<file path="src/rtl/eth_tx_arbiter.sv">
// Packet-granular round-robin arbiter sharing one AXI-Stream TX path between NUM_SRC sources.
// A source keeps the output from its first accepted beat until its tlast beat is accepted.
module eth_tx_arbiter #(
    parameter int NUM_SRC    = 2,
    parameter int DATA_WIDTH = 8,
    parameter int SRC_W      = (NUM_SRC > 1) ? $clog2(NUM_SRC) : 1
) (
    input  logic                          i_clk,
    input  logic                          i_reset_n,
    input  logic [NUM_SRC*DATA_WIDTH-1:0] s_axis_tdata,
    input  logic [NUM_SRC-1:0]            s_axis_tvalid,
    input  logic [NUM_SRC-1:0]            s_axis_tlast,
    output logic [NUM_SRC-1:0]            s_axis_trdy,
    output logic [DATA_WIDTH-1:0]         m_axis_tdata,
    output logic                          m_axis_tvalid,
    output logic                          m_axis_tlast,
    input  logic                          m_axis_trdy,
    output logic [NUM_SRC-1:0]            o_grant,
    output logic                          o_busy
);

    typedef enum logic [0:0] {
        ST_IDLE = 1'b0,
        ST_XFER = 1'b1
    } state_t;

    localparam logic [NUM_SRC-1:0] GRANT_ONE = {{(NUM_SRC-1){1'b0}}, 1'b1};
    localparam logic [SRC_W-1:0]   LAST_RST  = SRC_W'(NUM_SRC - 1);

    state_t                  state_r, state_nxt_s;
    logic [NUM_SRC-1:0]      grant_r, grant_nxt_s;
    logic [SRC_W-1:0]        gidx_r, gidx_nxt_s;
    logic [SRC_W-1:0]        last_src_r, last_src_nxt_s;
    logic [SRC_W:0]          pick_s;
    logic                    out_free_s;
    logic                    accept_s;
    logic [DATA_WIDTH-1:0]   m_tdata_r;
    logic                    m_tvalid_r;
    logic                    m_tlast_r;

    // Round-robin search starting one past last: returns {found, index}.
    // Scanning from the farthest candidate down lets the nearest requester win.
    function automatic logic [SRC_W:0] rr_pick(input logic [NUM_SRC-1:0] req,
                                               input logic [SRC_W-1:0]   last);
        logic [SRC_W:0]   res;
        logic [SRC_W-1:0] idx;
        res = {(SRC_W+1){1'b0}};
        for (int k = NUM_SRC; k >= 1; k--) begin
            idx = SRC_W'((int'(last) + k) % NUM_SRC);
            if (req[idx]) begin
                res = {1'b1, idx};
            end else begin
                res = res;
            end
        end
        return res;
    endfunction

    assign pick_s     = rr_pick(s_axis_tvalid, last_src_r);
    assign out_free_s = !m_tvalid_r || m_axis_trdy;
    assign accept_s   = (state_r == ST_XFER) && s_axis_tvalid[gidx_r] && out_free_s;

    // Ready goes only to the locked source, and only when the output stage can take a beat.
    always_comb begin
        s_axis_trdy = {NUM_SRC{1'b0}};
        if (state_r == ST_XFER) begin
            s_axis_trdy = grant_r & {NUM_SRC{out_free_s}};
        end else begin
            s_axis_trdy = {NUM_SRC{1'b0}};
        end
    end

    // Next-state logic: grant in IDLE, release only on an accepted tlast beat.
    always_comb begin
        state_nxt_s    = state_r;
        grant_nxt_s    = grant_r;
        gidx_nxt_s     = gidx_r;
        last_src_nxt_s = last_src_r;
        case (state_r)
            ST_IDLE: begin
                if (pick_s[SRC_W]) begin
                    state_nxt_s    = ST_XFER;
                    grant_nxt_s    = GRANT_ONE << pick_s[SRC_W-1:0];
                    gidx_nxt_s     = pick_s[SRC_W-1:0];
                    last_src_nxt_s = pick_s[SRC_W-1:0];
                end else begin
                    state_nxt_s = ST_IDLE;
                    grant_nxt_s = {NUM_SRC{1'b0}};
                end
            end
            ST_XFER: begin
                if (accept_s && s_axis_tlast[gidx_r]) begin
                    state_nxt_s = ST_IDLE;
                    grant_nxt_s = {NUM_SRC{1'b0}};
                end else begin
                    state_nxt_s = ST_XFER;
                end
            end
            default: begin
                state_nxt_s = ST_IDLE;
                grant_nxt_s = {NUM_SRC{1'b0}};
            end
        endcase
    end

    // Arbitration state registers.
    always_ff @(posedge i_clk or negedge i_reset_n) begin
        if (!i_reset_n) begin
            state_r    <= ST_IDLE;
            grant_r    <= {NUM_SRC{1'b0}};
            gidx_r     <= {SRC_W{1'b0}};
            last_src_r <= LAST_RST;
        end else begin
            state_r    <= state_nxt_s;
            grant_r    <= grant_nxt_s;
            gidx_r     <= gidx_nxt_s;
            last_src_r <= last_src_nxt_s;
        end
    end

    // Output stage: load on accept, drain when downstream takes the beat, otherwise hold.
    always_ff @(posedge i_clk or negedge i_reset_n) begin
        if (!i_reset_n) begin
            m_tdata_r  <= {DATA_WIDTH{1'b0}};
            m_tlast_r  <= 1'b0;
            m_tvalid_r <= 1'b0;
        end else if (accept_s) begin
            m_tdata_r  <= s_axis_tdata[gidx_r*DATA_WIDTH +: DATA_WIDTH];
            m_tlast_r  <= s_axis_tlast[gidx_r];
            m_tvalid_r <= 1'b1;
        end else if (m_axis_trdy) begin
            m_tvalid_r <= 1'b0;
        end
    end

    assign m_axis_tdata  = m_tdata_r;
    assign m_axis_tlast  = m_tlast_r;
    assign m_axis_tvalid = m_tvalid_r;
    assign o_grant       = grant_r;
    assign o_busy        = (state_r == ST_XFER);

endmodule

</file>
<file path="config.mk">
export PLATFORM = sky130hd
export DESIGN_NAME = eth_tx_arbiter
export DESIGN_NICKNAME = d
export VERILOG_FILES = /design/src/rtl/eth_tx_arbiter.sv
export SDC_FILE = /design/constraint.sdc
export NUM_CORES = 1
export LEC_CHECK = 0
export ABC_AREA = 1
export CORE_UTILIZATION = 43
export CTS_BUF_LIST = sky130_fd_sc_hd__clkbuf_8
export DETAILED_ROUTE_END_ITERATION = 6
export PLACE_DENSITY = 0.94
export SETUP_SLACK_MARGIN = 0.5
export SLEW_MARGIN = 20
export SYNTH_ARGS = -nofsm -noshare
export SYNTH_HDL_FRONTEND = slang
export SYNTH_SLANG_ARGS = --single-unit
</file>
<file path="constraint.sdc">
create_clock -name i_clk -period 3.5 [get_ports i_clk]
set_input_delay 0.7 -clock i_clk [delete_from_list [all_inputs] [get_ports i_clk]]
set_output_delay 0.7 -clock i_clk [all_outputs]
set_load 0.005 [all_outputs]
</file>
==> metrics.txt <==
outcome=finished with violations; failing checks=design-rule violations; Syn Nets=124; maximum VDD drop=0.502 mV; placeable core area=1560 um2; Post-Route WL=1.86 mm; max incr delay on CP=0.50 ns; first-pass GRT wire length=3.15 mm; largest net degree at the start of global routing=16; Inst Count DP=151; Mapped Cells=101; vias in the first global route=728; Initial Util=0.475; Sink Count=15; initial DRC count=33; share of layout cells above drive strength 1=0.0647; fmax=373 MHz; synth top area cells=dfrtp_1, nand2_1, dfstp_2; final hold viol count=0; Netlist cell types=15; num rows=14; # setup viols final=0; Routability Congestion=0.874; Hold Path Class=reg2reg; Buffers on Ports=37; fin crit period=2.68 ns; total CTS buffers=3; DRT antenna net count=0; TritonCTS clock tree=done; DRC Markers=4; Yosys top cell area share=0.473; H-tree depth=1; total grt overflow=0; most frequent cells in the layout=nand2_1, clkdlybuf4s50_1, dfrtp_1; Avg Cell Area, Syn=7.33 um2; Post-Syn Area=741 um2; Worst-Skew Late Latency=0.24 ns; RSZ-0062 raised after global routing=false; Worst Hold Slack=0.470 ns; # hold bufs at CTS=0; nets@finish=163; CP max stage cell=clkdlybuf4s50_1; worst slew pin tran=0.654 ns; P&R area growth vs syn=54.7%; Rel. slew slack=0.562; CTS max path bufs=2; Leakage=0.604 nW; PostCTS Resize Cnt=0; CP cell instances=clkdlybuf4s50_1 > inv_1 > nand2_1 > nand2_1 > nor2_1 > clkdlybuf4s50_1; Ant. Diodes=0; initial antenna violation count=0; Worst path depth=6; Crit Path Class=in2out; cell taking the most area after synthesis=dfrtp_1; Final Skew=0.00134 ns; PD cells=782 nW/um2; leading cell type in the layout, fill and taps excluded=nand2_1; CP Buf/Inv Count=3; post-DP HPWL=1.34 mm; WHS Path Cells=2; I/O pins=38; Clock Pin Slew Worst Setup and Hold Paths=0.06 ns; Reg2Reg Depth=6; routed vias=752; Worst R2R Start=gidx_r; Die Height=43.5 um; WP data required=2.80 ns; fin crit share=0.766; Reg-to-Reg End=m_axis_tdata[1]; Hold Crit Start=last_src_r; largest fanout on the critical path=5; Slew Viols, Final=0; Filler cells=127; Setup TNS=0 ns; worst path arrival time=1.98 ns; setup bufs post-CTS=0; flip-flop and latch count after synthesis=15; CP Launch Type=primary input; Avg WL per Cell=12.0 um; width of the die=43.5 um; Setup crit end kind=output port; sequential share of the synthesized area=0.508; die area=1890 um2; hold endpoint=last_src_r; Max-cap violations=0; via/cell ratio=4.85; gr usage total=0.226; clk root buf=clkbuf_8; filler-free cell count of the finished design=155; Syn. warnings=0; Worst path top cell family by delay=buffers and inverters; setup slack, reg-to-reg=1.80 ns; drt pass-1 iters=7
-- metal layers --
layer	up-vias	routed length, um	global-route usage
li1	378	-	-
met1	354	780	0.273
met2	18	1010	0.409
met3	2	63	0.0250
met4	0	10	0.0938
met5	-	0	0
-- cell usage after synthesis (all sizes together) --
cell and instances:
dfstp 1, o21ai 1, a21oi 3, buf 3, nand3 3, dfrtp 14
nor2 2, inv 7, or2 1, nand4 1, nand2 65
-- metrics by stage --
step                 util  setup WS, ns  power, mW  area, um2
finish              0.735         0.820      0.897       1150
floorplan               -          1.80      0.556        741
CTS                 0.735         0.810      0.903       1150
global placement    0.706         0.837      0.743       1100
detailed placement  0.706         0.822      0.761       1100
global route        0.735         0.658      0.973       1150
-- flip-flops by register name (all words and copies together) (netlist names) --
| name | cells |
|---|---|
| gidx_r | 1 |
| last_src_r | 1 |
| o_grant | 2 |
| m_axis_tlast | 1 |
| m_axis_tvalid | 1 |
| m_axis_tdata | 8 |
| o_busy | 1 |
-- worst register-to-register path, delay by kind of cell (launching register included) --
family / cells / cell delay [ns]
and+or+nand+nor: 4 / 0.56
buffers and inverters: 2 / 0.51
DFF: 1 / 0.58
-- cells by family after synthesis --
family,share of synthesized area
buffers and inverters,0.0760
AO/OA/AOI/OAI,0.0321
flip-flops,0.508
AND/OR/NAND/NOR,0.383
-- area by class of cell --
cell class	instances	area, um2	area share
multi-input combinational	76	308	0.269
inverter	7	26.3	0.0229
timing repair buffer	37	370	0.323
tap	16	20.0	0.0175
clock inverter	1	3.75	0.00328
clock buffer	3	41.3	0.0360
sequential	15	377	0.329
-- worst max-delay path by stage --
stage,from,slack [ns],endpoint
3_3_place_gp,m_axis_trdy,0.84,s_axis_trdy[1]
5_1_grt,m_axis_trdy,0.66,s_axis_trdy[1]
6_report,m_axis_trdy,0.82,s_axis_trdy[0]
3_5_place_dp,m_axis_trdy,0.82,s_axis_trdy[0]
4_1_cts,m_axis_trdy,0.81,s_axis_trdy[0]
2_1_floorplan,m_axis_trdy,1.80,s_axis_trdy[0]
-- where the power goes --
| group | switching (mW) | total, mW | internal (mW) | leakage, nW |
|---|---|---|---|---|
| Sequential | 0.0693 | 0.329 | 0.260 | 0.183 |
| Clock | 0.0602 | 0.138 | 0.0776 | 0.0269 |
| Combinational | 0.205 | 0.430 | 0.224 | 0.393 |
(Power assumes the default switching activity.)
